**config.mk**
```make
export PLATFORM = sky130hd
export DESIGN_NAME = pwm_multi
export DESIGN_NICKNAME = d
export VERILOG_FILES = /design/src/rtl/pwm_multi_pkg.sv /design/src/rtl/pwm_multi_channel.sv /design/src/rtl/pwm_multi.sv
export SDC_FILE = /design/constraint.sdc
export NUM_CORES = 1
export LEC_CHECK = 0
export ABC_CLOCK_PERIOD_IN_PS = 3300
export CORE_AREA = 3 3 195 197
export DETAILED_ROUTE_END_ITERATION = 12
export DIE_AREA = 0 0 198 200
export GPL_TIMING_DRIVEN = 0
export HOLD_SLACK_MARGIN = 0.05
export PLACE_DENSITY = 0.76
export SLEW_MARGIN = 20
export SYNTH_ARGS = -nofsm -noshare
export SYNTH_HDL_FRONTEND = slang
export SYNTH_SLANG_ARGS = --single-unit
```
**constraint.sdc**
```tcl
create_clock -name clk -period 3.3 [get_ports clk]
set_clock_uncertainty 0.15 [all_clocks]
set_input_delay 0.495 -clock clk [delete_from_list [all_inputs] [get_ports clk]]
set_output_delay 0.495 -clock clk [all_outputs]
set_load 0.05 [all_outputs]
```
**src/rtl/pwm_multi_pkg.sv**
```systemverilog
// pwm_multi_pkg: register map offsets, CTRL bit indices and channel stride shared by the PWM peripheral
package pwm_multi_pkg;
  localparam logic [1:0] REG_CTRL   = 2'd0;
  localparam logic [1:0] REG_PERIOD = 2'd1;
  localparam logic [1:0] REG_DUTY   = 2'd2;
  localparam logic [1:0] REG_COUNT  = 2'd3;
  localparam int CTRL_EN     = 0;
  localparam int CTRL_CENTER = 1;
  localparam int CTRL_POL    = 2;
  localparam int CTRL_IRQ_EN = 3;
  localparam int STRIDE      = 4;
endpackage

```
**src/rtl/pwm_multi_channel.sv**
```systemverilog
// pwm_multi_channel: one PWM channel with double-buffered period/duty, edge/center counter and registered output
// en/center/pol: channel mode; per_we/duty_we + per_w/duty_w: shadow writes (already byte-merged)
// per_sh/duty_sh: shadow readback; count: live counter; pwm: registered output; bnd: period-boundary pulse
module pwm_multi_channel
  import pwm_multi_pkg::*;
#(
  parameter int CNT_W = 16
) (
  input  logic             clk,
  input  logic             reset,
  input  logic             en,
  input  logic             center,
  input  logic             pol,
  input  logic             per_we,
  input  logic             duty_we,
  input  logic [CNT_W-1:0] per_w,
  input  logic [CNT_W-1:0] duty_w,
  output logic [CNT_W-1:0] per_sh,
  output logic [CNT_W-1:0] duty_sh,
  output logic [CNT_W-1:0] count,
  output logic             pwm,
  output logic             bnd
);
  localparam logic [CNT_W-1:0] ONE = CNT_W'(1);
  logic [CNT_W-1:0] per_act, duty_act, cnt_n;
  logic dir, dir_n, at_top, down, hold;
  // center boundary is the step that lands on 0 while falling, so the next period starts at 0 with new values
  always_comb begin
    at_top = count >= per_act;
    down = dir | at_top;
    hold = center ? (per_act == '0) : at_top;
    bnd = en & (center ? (hold | (down & (count == ONE))) : at_top);
    cnt_n = (!en || hold) ? '0 : (center && down) ? count - ONE : count + ONE;
    dir_n = en & center & down & (count > ONE);
  end
  always_ff @(posedge clk)
    if (reset) begin
      per_sh <= '0;
      duty_sh <= '0;
      per_act <= '0;
      duty_act <= '0;
      count <= '0;
      dir <= 1'b0;
      pwm <= 1'b0;
    end else begin
      count <= cnt_n;
      dir <= dir_n;
      pwm <= en ? (count < duty_act) ^ pol : pol;
      if (per_we) per_sh <= per_w;
      if (duty_we) duty_sh <= duty_w;
      if (bnd || !en) begin
        per_act <= per_sh;
        duty_act <= duty_sh;
      end
    end
endmodule

```
**src/rtl/pwm_multi.sv**
```systemverilog
// pwm_multi: memory-mapped multi-channel PWM peripheral on the native valid/ready bus
// valid/ready/wstrb/addr/wdata/rdata: bus slave (addr[7:2] decoded, wstrb==0 is a read)
// pwm_out: one registered output per channel; irq: registered period-end interrupt
// Define PWM_MULTI_IRQ_EN to build STATUS, CTRL.IRQ_EN and irq; otherwise they read 0 / stay 0.
module pwm_multi
  import pwm_multi_pkg::*;
#(
  parameter int CHANNELS = 4,
  parameter int CNT_W    = 16
) (
  input  logic                clk,
  input  logic                reset,
  input  logic                valid,
  output logic                ready,
  input  logic [3:0]          wstrb,
  input  logic [31:0]         addr,
  input  logic [31:0]         wdata,
  output logic [31:0]         rdata,
  output logic [CHANNELS-1:0] pwm_out,
  output logic                irq
);
`ifdef PWM_MULTI_IRQ_EN
  localparam logic [3:0] CTRL_MASK = 4'hF;
`else
  localparam logic [3:0] CTRL_MASK = 4'hF & ~(4'b1 << CTRL_IRQ_EN);
`endif
  logic [5:0] off;
  logic [31:0] mask, rd_mux;
  logic wr, unused_bits;
  logic [3:0] ctrl [CHANNELS];
  logic [CNT_W-1:0] per_sh [CHANNELS];
  logic [CNT_W-1:0] duty_sh [CHANNELS];
  logic [CNT_W-1:0] count [CHANNELS];
  logic [CHANNELS-1:0] bnd, status;
  assign off = addr[7:2];
  assign mask = {{8{wstrb[3]}}, {8{wstrb[2]}}, {8{wstrb[1]}}, {8{wstrb[0]}}};
  assign wr = valid & ready & (|wstrb);
  for (genvar c = 0; c < CHANNELS; c++) begin : g_ch
    logic hit;
    logic [3:0] ctrl_r;
    logic [CNT_W-1:0] per_w, duty_w;
    assign hit = wr && off[5:2] == 4'(c);
    assign per_w = CNT_W'((32'(per_sh[c]) & ~mask) | (wdata & mask));
    assign duty_w = CNT_W'((32'(duty_sh[c]) & ~mask) | (wdata & mask));
    assign ctrl[c] = ctrl_r;
    always_ff @(posedge clk)
      if (reset) ctrl_r <= '0;
      else if (hit && off[1:0] == REG_CTRL) ctrl_r <= (ctrl_r & ~mask[3:0]) | (wdata[3:0] & mask[3:0] & CTRL_MASK);
    pwm_multi_channel #(.CNT_W(CNT_W)) u_ch (
      .clk     (clk),
      .reset   (reset),
      .en      (ctrl_r[CTRL_EN]),
      .center  (ctrl_r[CTRL_CENTER]),
      .pol     (ctrl_r[CTRL_POL]),
      .per_we  (hit && off[1:0] == REG_PERIOD),
      .duty_we (hit && off[1:0] == REG_DUTY),
      .per_w   (per_w),
      .duty_w  (duty_w),
      .per_sh  (per_sh[c]),
      .duty_sh (duty_sh[c]),
      .count   (count[c]),
      .pwm     (pwm_out[c]),
      .bnd     (bnd[c])
    );
  end
`ifdef PWM_MULTI_IRQ_EN
  logic [CHANNELS-1:0] irq_en, clr;
  for (genvar c = 0; c < CHANNELS; c++) begin : g_ie
    assign irq_en[c] = ctrl[c][CTRL_IRQ_EN];
  end
  assign clr = (wr && off == 6'(STRIDE * CHANNELS)) ? wdata[CHANNELS-1:0] & mask[CHANNELS-1:0] : '0;
  // set wins over a same-cycle W1C so no boundary event is lost
  always_ff @(posedge clk)
    if (reset) begin
      status <= '0;
      irq <= 1'b0;
    end else begin
      status <= (status & ~clr) | (bnd & irq_en);
      irq <= |(status & irq_en);
    end
  assign unused_bits = ^{addr[31:8], addr[1:0]};
`else
  assign status = '0;
  assign irq = 1'b0;
  assign unused_bits = ^{addr[31:8], addr[1:0], bnd};
`endif
  always_comb begin
    rd_mux = '0;
    for (int c = 0; c < CHANNELS; c++)
      if (off[5:2] == 4'(c))
        rd_mux = off[1:0] == REG_CTRL ? 32'(ctrl[c]) : off[1:0] == REG_PERIOD ? 32'(per_sh[c]) :
                 off[1:0] == REG_DUTY ? 32'(duty_sh[c]) : off[1:0] == REG_COUNT ? 32'(count[c]) : '0;
    if (off == 6'(STRIDE * CHANNELS)) rd_mux = 32'(status);
  end
  always_ff @(posedge clk)
    if (reset) begin
      ready <= 1'b0;
      rdata <= '0;
    end else begin
      ready <= valid & ~ready;
      rdata <= (valid & ~ready) ? rd_mux : '0;
    end
endmodule

```
Word-level counts from Yosys, hierarchy flattened

Cells that the tools add are included.

Equal/unequal tests: 11
Reductions and logical operators: 44
Multiplexer cells: 36
Bitwise logic cells: 65
$lt $le $gt $ge: 12
Add/subtract/negate cells: 8

Operators by type and width:

| operator                                             | count |
|---|---|
| two-way mux 16 bit                                   | 21 |
| bitwise AND 16 bit                                   | 9 |
| bitwise OR 16 bit                                    | 8 |
| two-way mux 32 bit                                   | 3 |
| adder 16 x 1 -> 16 bit, second input constant        | 4 |
| equality test 16 x 1 -> 1 bit, second input constant | 4 |
| greater-or-equal comparator 16 bit                   | 4 |
| > comparator 16 x 1 -> 1 bit, second input constant  | 4 |
| zero test 16 bit                                     | 4 |
| less-than comparator 16 bit                          | 4 |
| subtractor 16 x 1 -> 16 bit, second input constant   | 4 |
| bitwise AND 1 bit                                    | 23 |
| logical AND 1 bit                                    | 20 |
| bitwise AND 4 bit                                    | 4 |
| NOT 16 bit                                           | 1 |
| bitwise OR 4 x 3 -> 4 bit                            | 4 |
| two-way mux 1 bit                                    | 12 |
| equality test 4 x 2 -> 1 bit, second input constant  | 2 |
| logical OR 1 bit                                     | 8 |
| bitwise OR 1 bit                                     | 8 |
| OR reduction 2 bit                                   | 4 |
| equality test 6 x 5 -> 1 bit, second input constant  | 1 |
| equality test 2 bit, second input constant           | 2 |
| equality test 4 x 1 -> 1 bit, second input constant  | 1 |
| 10 further kinds                                     | 17 |

Word-level logic and storage cells: 210
Output and inout port bits: 38
Register bits: 377
Input bits: 71

Logic depth before layout (Yosys ltp)

Gate-level depths: netlist of run 1.

Depth in word-level cells: 9
Gate-level depth with buffers: 12

Hierarchy

A second synthesis of run 1 with hierarchy kept.

Cells, all modules: 2408
Area, all modules: 21104.0 um^2

By module, submodules not included:

| module                                | cells each | sequential area each (um^2) | area an instance (um^2) | instances |
|---|---|---|---|---|
| pwm_multi_channel at g_ch[0].u_ch ... | 447        | 1641.6                      | 4172.8                  | 2 |
| pwm_multi                             | 606        | 660.6                       | 4350.4                  | 1 |
| pwm_multi_channel at g_ch[2].u_ch     | 454        | 1641.6                      | 4205.3                  | 1 |
| pwm_multi_channel at g_ch[3].u_ch     | 454        | 1641.6                      | 4202.8                  | 1 |

Worst setup path after synthesis of run 1

OpenSTA, ideal clock, no wires.

Path kind: reg-to-reg
From: register g_ch[1].u_ch.count[0]
To: register g_ch[1].u_ch.count[11]
Cell stages (with the launch flop): 12
Data arrival time: 3118 ps
Path slack: -95 ps
Required time: 3022 ps
Period minus slack after synthesis: 3395 ps
Library setup time: 128 ps
Path through: dfxtp_1 clkbuf_1 inv_1 ha_1 nand2b_1 a2111oi_0 nor4b_1 o41ai_2 buf_2 mux2i_1 xor2_1 nor2_1

Cells in the longest elaborated chain, start to end: 4

RTL lines:

| item                                                     | RTL line                                         | RTL |
|---|---|---|
| from (decl)                                              | pwm_multi_channel.sv:20                          | `output logic [CNT_W-1:0] count,` |
| from (signal assigned)                                   | pwm_multi_channel.sv:46                          | `count <= cnt_n;` |
| greater-or-equal comparator 16 bit                       | pwm_multi_channel.sv:29                          | `at_top = count >= per_act;` |
| bitwise OR 1 bit or two-way mux 1 bit (tied branches)    | pwm_multi_channel.sv:30, pwm_multi_channel.sv:31 |  |
| logical AND 1 bit or logical OR 1 bit (tied branches)    | pwm_multi_channel.sv:33                          | `cnt_n = (!en \|\| hold) ? '0 : (center && down) ? count - ONE : count + ONE;` |
| two-way mux 16 bit or OR reduction 2 bit (tied branches) | -                                                |  |

Several ways; a longest one is shown, not always the timed one.
A chain may end at the register's enable or synchronous reset.

Worst setup path after layout of run 1

From: register g_ch[1].u_ch.count[8]
To: register g_ch[1].u_ch.per_act[7]

Cells in the longest elaborated chain, start to end: 7

RTL lines:

| item                               | RTL line                | RTL |
|---|---|---|
| greater-or-equal comparator 16 bit | pwm_multi_channel.sv:29 |  |
| bitwise OR 1 bit                   | pwm_multi_channel.sv:30 | `down = dir \| at_top;` |
| bitwise AND 1 bit                  | pwm_multi_channel.sv:32 | `bnd = en & (center ? (hold \| (down & (count == ONE))) : at_top);` |
| bitwise OR 1 bit                   | pwm_multi_channel.sv:32 |  |
| two-way mux 1 bit *                | pwm_multi_channel.sv:32 |  |
| bitwise AND 1 bit *                | pwm_multi_channel.sv:32 |  |
| logical OR 1 bit *                 | pwm_multi_channel.sv:51 | `if (bnd \|\| !en) begin` |
| to (signal assigned)               | pwm_multi_channel.sv:52 | `per_act <= per_sh;` |
| to (decl)                          | pwm_multi_channel.sv:25 | `logic [CNT_W-1:0] per_act, duty_act, cnt_n;` |

Mark *: on every way between the ends. The rest lies on a longest branch, timed or not.

==> impl_metrics.tcl, run 1 <==
set metrics [dict create \
    run_status "finished clean" \
    drc_violations_left 0 \
    ys_seq_elements 361 \
    timing_worst_slew_pin_value_ns 1.02 \
    async_flop_share_pct 0 \
    synth_seq_area_share_pct 36.3 \
    critical_path_s_largest_stage_delay_ns 0.44 \
    max_freq_ghz 0.314 \
    end_kind "register" \
    avgRoutedWirePerCell_um 21.1 \
    worst_ep_required_time_ns 3.57 \
    stdcell_count 2872 \
    drt-initial-drc-count 1812 \
    drt_pre_antenna_iters 8 \
    power.static_leakage_nw 8.99 \
    timing_max_transition_violations_final 0 \
    final_nets 2581 \
    port_buffers 30 \
    power_mw 9.25 \
    ctsRootBufferMaster "sky130_fd_sc_hd__clkbuf_16" \
    setup-tns-final_ns 0 \
    timing.max_cap.violations 0 \
    critical_path_peak_fanout 10 \
    clkTransAtPathRegs_ns 0.06 \
    place_area_um2 20900 \
    fp.dieW_um 198 \
    mappedNetlistArea_um2 19900 \
    grt_remaining_overflow 0 \
    routabilityCongestion 0.967 \
    worstSetupPathType "register to register" \
    timing.final.crit_share_pct 96.4 \
    placedCellCount 2791 \
    yosys_warnings 0 \
    syn-mean-instance-area_um2 8.74 \
    synth.lib_cells_used.distinct 71 \
    worstHoldPathType "register to register" \
    relative_slew_slack_pct 32.0 \
    layout-area-overhead-vs-synth_pct 12.9 \
    post_synth_inst_count 2277 \
    start_util_pct 54.6 \
    pin_count 109 \
    hpwlAfterDp_mm 44.1 \
    clock_tree.buffer_depth 3 \
    finalHoldViolCount 0 \
    final_layout_size_suffix_gt1_share_pct 9.24 \
    groute.usage.overall_pct 29.8 \
    floorplan.rows 70 \
    synth-edff-count 0 \
    clock_tree.htree_level_count 2 \
    synth-main-ff-cell "sky130_fd_sc_hd__dfxtp_1" \
    core_um2 36400 \
    crit_slowest_cell "sky130_fd_sc_hd__or3b_1" \
    routed_wirelength_mm 60.5 \
    clock_tree_from_tritoncts "done" \
    die_height_um 200 \
    grt_pass1_wl_mm 93.3 \
    crit_path_cell_trace "buf_6 -> or3_4 -> or4_1 -> or3b_1 -> o311a_1 -> o21ai_4 -> buf_6 -> mux2i_1 -> nor2_1" \
    via_total_after_detailed_routing 17612 \
    clkLatencyLatePin_ns 0.55 \
    fp.dieArea_um2 39600 \
    postRouteAntennaNets 0 \
    via_count_of_the_first_global_routing_pass 16824 \
    critical_path_arrival_ns 3.45 \
    vdd_drop_max_v 0.000324 \
    vias_per_cell 6.13 \
    finish.instance_area_um2 22500 \
    clk_sink_count 361 \
    cellPowerDensity_nw_per_um2 412 \
    pin_count_of_the_biggest_net_entering_global_routing 15 \
    critical_path.most_common_cell "sky130_fd_sc_hd__buf_6" \
    setup_violations 0 \
    cts_buffers 40 \
    finalCriticalPeriod_ns 3.18 \
    grt_antenna_before_repair 1 \
    worst_setup_path_start_kind "register" \
]
-- cell families (layout without fill, tap and decap cells) --
| kind of cell | after synthesis | in the layout | share of synthesized area [%] |
|---|---|---|---|
| flops | 361 | 361 | 36.3 |
| buf+inv | 304 | 414 | 6.36 |
| xor+xnor | 48 | 48 | 2.11 |
| fa+ha+maj | 136 | 136 | 8.55 |
| mux | 322 | 322 | 17.5 |
| compound gates | 321 | 321 | 10.5 |
| simple gates | 784 | 784 | 18.6 |
| other cells | 1 | 18 | 0.0188 |
-- cell usage after synthesis, types with 9 or more instances --
cell type | instances | share of area, %
sky130_fd_sc_hd__clkbuf_1 | 105 | 2.0
sky130_fd_sc_hd__nor2b_1 | 16 | 0.50
sky130_fd_sc_hd__buf_2 | 12 | 0.30
sky130_fd_sc_hd__nor2_1 | 330 | 6.2
sky130_fd_sc_hd__and2_1 | 9 | 0.28
sky130_fd_sc_hd__o21ai_0 | 34 | 0.86
sky130_fd_sc_hd__o21a_1 | 10 | 0.38
sky130_fd_sc_hd__mux2i_1 | 252 | 13
sky130_fd_sc_hd__buf_4 | 21 | 0.79
sky130_fd_sc_hd__nor4_1 | 24 | 0.75
sky130_fd_sc_hd__inv_1 | 147 | 2.8
sky130_fd_sc_hd__xnor2_1 | 29 | 1.3
sky130_fd_sc_hd__nand4_1 | 27 | 0.85
sky130_fd_sc_hd__or3_1 | 13 | 0.41
sky130_fd_sc_hd__and4_1 | 15 | 0.66
sky130_fd_sc_hd__dfxtp_1 | 361 | 36
sky130_fd_sc_hd__a21o_1 | 15 | 0.57
sky130_fd_sc_hd__mux4_2 | 16 | 1.8
sky130_fd_sc_hd__mux2_2 | 54 | 3.1
sky130_fd_sc_hd__nand2_1 | 129 | 2.4
sky130_fd_sc_hd__or4_1 | 18 | 0.68
sky130_fd_sc_hd__and3_1 | 22 | 0.69
sky130_fd_sc_hd__a21oi_1 | 131 | 3.3
sky130_fd_sc_hd__a221oi_1 | 18 | 0.79
sky130_fd_sc_hd__a22oi_1 | 36 | 1.4
sky130_fd_sc_hd__buf_1 | 15 | 0.28
sky130_fd_sc_hd__xor2_1 | 19 | 0.84
sky130_fd_sc_hd__nor3_1 | 40 | 1.0
sky130_fd_sc_hd__o22ai_1 | 13 | 0.41
sky130_fd_sc_hd__ha_1 | 136 | 8.6
sky130_fd_sc_hd__nand2b_1 | 20 | 0.63
sky130_fd_sc_hd__nand3_1 | 96 | 2.4
-- final timing paths --
check | start | end | slack [ns] | depth (start not counted)
worst max register to register | g_ch[1].u_ch.count[8] | g_ch[1].u_ch.per_act[7] | 0.12 | 9
worst min register to register | register | register | 0.32 | 2
worst min-delay path | register | register | 0.32 | 2
worst max-delay path | g_ch[1].u_ch.count[8] | g_ch[1].u_ch.per_act[7] | 0.12 | 9
-- final cells by class --
cell class,instances,area (µm²)
fillers,3060,14000
multi-input cells,1628,11600
flip-flops and latches,361,7230
clock buffers,57,1180
plain buffers,155,766
well taps,468,586
inverters,147,552
repair buffers,41,383
clock inverters,14,144
diodes,1,2.50
-- metal layers --
layer	vias to the layer above	global-route usage, %	routed length, µm
li1	8205	-	-
met1	8425	38.3	24400
met2	788	49.7	27900
met3	194	4.92	5140
met4	0	13.7	2990
met5	-	0	0
-- placed cells by master (no fill, tap or decap), drive strengths merged, types with 8 or more instances in the layout --
cell	instances
nor2b	16
inv	150
a21o	15
mux4	16
a21oi	131
a22oi	36
nor2	330
a2111oi	9
ha	136
o21ai	36
mux2	54
clkdlybuf4s50	30
clkinv	8
nand2b	20
clkbuf	162
nor4	25
conb	17
o21a	10
a221oi	18
dfxtp	361
nor3	40
and3	22
o22ai	13
nand2	129
or4	18
nand3	96
buf	61
or3	14
and2	9
xor2	19
mux2i	252
xnor2	29
nand4	27
and4	15
-- where the power goes --
group | leakage, nW | switching [mW] | total, mW | internal (mW)
registers | 2.91 | 0.00212 | 4.36 | 4.36
clock network | 0.653 | 1.86 | 4.51 | 2.65
logic | 5.43 | 0.299 | 0.380 | 0.0816
-- through the flow --
stage | hold WS [ns] | utilization, % | worst slack, ns
floorplan | 0.296 | - | 0.0226
global placement | 0.310 | 57.2 | -0.582
detailed placement | 0.314 | 57.2 | -0.717
CTS | 0.312 | 61.2 | 0.0114
global route | 0.344 | 61.6 | -0.00185
finish | 0.324 | 61.6 | 0.119
-- repair_timing --
| item | in CTS | in global routing |
|---|---|---|
| pin swaps | 2 | 6 |
| setup buffers | 3 | 8 |
| resized for setup | 23 | 33 |
| setup endpoints to repair | 143 | 183 |
| hold buffers | 0 | 0 |
-- worst max-delay path: cells and delay by family, from the launching register on --
kind | cells | cell delay [ns]
DFF | 1 | 0.35
buffers and inverters | 2 | 0.39
and+or+nand+nor | 4 | 1.31
muxes | 1 | 0.23
AOI/OAI and AO/OA | 2 | 0.61
Power figures use the tool's default switching activity.
==> inputs of run 2 (changes only) <==
--- a/config.mk
+++ b/config.mk
@@ -12,7 +12,6 @@
 export GPL_TIMING_DRIVEN = 0
 export HOLD_SLACK_MARGIN = 0.05
 export PLACE_DENSITY = 0.76
-export SLEW_MARGIN = 20
 export SYNTH_ARGS = -nofsm -noshare
 export SYNTH_HDL_FRONTEND = slang
 export SYNTH_SLANG_ARGS = --single-unit
==> run 2 against run 1 <==
Effect of this change:
- final cell count hardly changed
- non-clock buffer count is 2 higher
- clock power hardly changed
- routed wire length hardly changed
- via count hardly changed
- first-iteration DRC count is 4.1% higher
- utilization hardly changed
- die area stayed put
- critical path type unchanged
- fmax is 0.40% higher
- global-route usage stayed put
- count of clock-buffer cells in the layout stayed put
- design area hardly changed
==> impl_metrics.tcl, run 2 (synthesis results as in run 1) <==
set metrics [dict create \
    run_status "finished clean" \
    relative_slew_slack_pct 31.7 \
    worst_setup_path_start_kind "register" \
    worst_r2r_endpoint "g_ch[1].u_ch.per_act[7]" \
    pin_count 109 \
    final_nets 2583 \
    final_cell_mix "sky130_fd_sc_hd__dfxtp_1 (356), sky130_fd_sc_hd__nor2_1 (330), sky130_fd_sc_hd__mux2i_1 (252)" \
    most_frequent_standard_cell_in_the_layout_excluding_fill_and_tap_cells "sky130_fd_sc_hd__dfxtp_1" \
    grt_pass1_wl_mm 93.3 \
    pin_count_of_the_biggest_net_entering_global_routing 15 \
    r2r_setup_slack_ns 0.13 \
    max_freq_ghz 0.316 \
    setup-tns-final_ns 0 \
    groute.usage.overall_pct 29.8 \
    crit_slowest_cell "sky130_fd_sc_hd__or3b_1" \
    hpwlAfterDp_mm 44.1 \
    clkTransAtPathRegs_ns 0.06 \
    timing.final.crit_share_pct 96.0 \
    timing_max_transition_violations_final 0 \
    clock_tree_from_tritoncts "done" \
    cp.depth 9 \
    power.static_leakage_nw 9.01 \
    ctsRootBufferMaster "sky130_fd_sc_hd__clkbuf_16" \
    timing_worst_slew_pin_value_ns 1.02 \
    final_layout_size_suffix_gt1_share_pct 9.27 \
    die_height_um 200 \
    layout-area-overhead-vs-synth_pct 12.9 \
    fp.dieW_um 198 \
    vdd_drop_max_v 0.000318 \
    critical_path_peak_fanout 10 \
    start_util_pct 54.6 \
    clkLatencyLatePin_ns 0.55 \
    avgRoutedWirePerCell_um 21.1 \
    multiInputGateArea_um2 11600 \
    end_kind "register" \
    cts_buffers 40 \
    grt_remaining_overflow 0 \
    via_total_after_detailed_routing 17606 \
    critical_path_arrival_ns 3.43 \
    worstHoldPathType "register to register" \
    clock_tree.htree_level_count 2 \
    final_core_utilization_pct 61.7 \
    core_um2 36400 \
    fp.dieArea_um2 39600 \
    routabilityCongestion 0.967 \
    port_buffers 30 \
    routed_wirelength_mm 60.5 \
    finalHoldViolCount 0 \
    post_cts_hold_buffer_count 0 \
    clk_sink_count 361 \
    fillerInstances 3058 \
    grt_antenna_before_repair 1 \
    holdWs_ns 0.325 \
    worstSetupPathType "register to register" \
    crit_path_cell_trace "buf_6 -> or3_4 -> or4_1 -> or3b_1 -> o311a_1 -> o21ai_4 -> buf_6 -> mux2i_1 -> nor2_1" \
    worst-path-buf-inv 2 \
    timing.max_cap.violations 0 \
    timing.rr.start "g_ch[1].u_ch.count[8]" \
    via_count_of_the_first_global_routing_pass 16824 \
    setup_violations 0 \
    finalCriticalPeriod_ns 3.17 \
    worst_ep_required_time_ns 3.57 \
    min_path_cells 2 \
    postRouteAntennaNets 0 \
    critical_path.most_common_cell "sky130_fd_sc_hd__buf_6" \
    drc_violations_left 0 \
    ff_latch_area_um2 7230 \
    drt-initial-drc-count 1886 \
    r2r.worst_path.cells 9 \
    clock_tree.buffer_depth 3 \
    floorplan.rows 70 \
    drt_pre_antenna_iters 8 \
    cp_top_family "simple AND/OR/NAND/NOR gates" \
    critical_path_s_largest_stage_delay_ns 0.44 \
    vias_per_cell 6.13 \
    cellPowerDensity_nw_per_um2 411 \
]
run 2: how the worst max path moves through the flow:
stage                               start                        end  slack, ns
detailed placement  g_ch[1].u_ch.count[0]     g_ch[1].u_ch.count[14]      -0.72
floorplan           g_ch[1].u_ch.count[0]     g_ch[1].u_ch.count[11]       0.02
global route        g_ch[3].u_ch.count[0]  g_ch[3].u_ch.duty_act[10]     -0.002
CTS                 g_ch[0].u_ch.count[3]   g_ch[0].u_ch.duty_act[2]       0.01
finish              g_ch[1].u_ch.count[8]    g_ch[1].u_ch.per_act[7]       0.13
global placement    g_ch[1].u_ch.count[0]     g_ch[1].u_ch.count[14]      -0.58
run 2: tightest hold or removal path: stages, from the launching register on:
cell and delay (ns):
sky130_fd_sc_hd__dfxtp_1 0.32, sky130_fd_sc_hd__nand2_1 0.06, sky130_fd_sc_hd__a21oi_1 0.05
run 2: what timing repair did:
action,CTS,global route
endpoints found under the setup margin,143,216
cloned,0,1
pin swaps,2,7
gates resized for setup,23,33
setup buffers,3,9
run 2: final cells by class:
class / count / share of cell area, %
Antenna cell: 1 / 0.0111
Buffer: 155 / 3.39
Clock buffer: 57 / 5.23
Clock inverter: 14 / 0.640
Inverter: 147 / 2.45
Multi-Input combinational cell: 1628 / 51.7
Sequential cell: 361 / 32.2
Tap cell: 468 / 2.61
Timing Repair Buffer: 43 / 1.76
run 2: stage by stage:
step	cell area [µm²]	power (mW)	cells	worst slack, ns
4_1_cts	22300	9.28	2863	0.0114
2_1_floorplan	20000	4.69	2293	0.0226
5_1_grt	22500	9.48	2874	-0.00185
6_report	22500	9.25	2874	0.131
3_3_place_gp	20900	4.82	2791	-0.582
3_5_place_dp	20900	4.82	2791	-0.717
run 2: metal layers:
| layer | global-route usage (%) | wire length [µm] | up-vias |
|---|---|---|---|
| met3 | 4.92 | 4820 | 183 |
| met1 | 38.3 | 24800 | 8434 |
| li1 | - | - | 8200 |
| met4 | 13.7 | 2930 | 0 |
| met2 | 49.7 | 28000 | 789 |
| met5 | 0 | 0 | - |
run 2: power breakdown:
| group | switching [mW] | internal (mW) |
|---|---|---|
| sequential | 0.00213 | 4.36 |
| combinational | 0.298 | 0.0817 |
| clock | 1.86 | 2.65 |
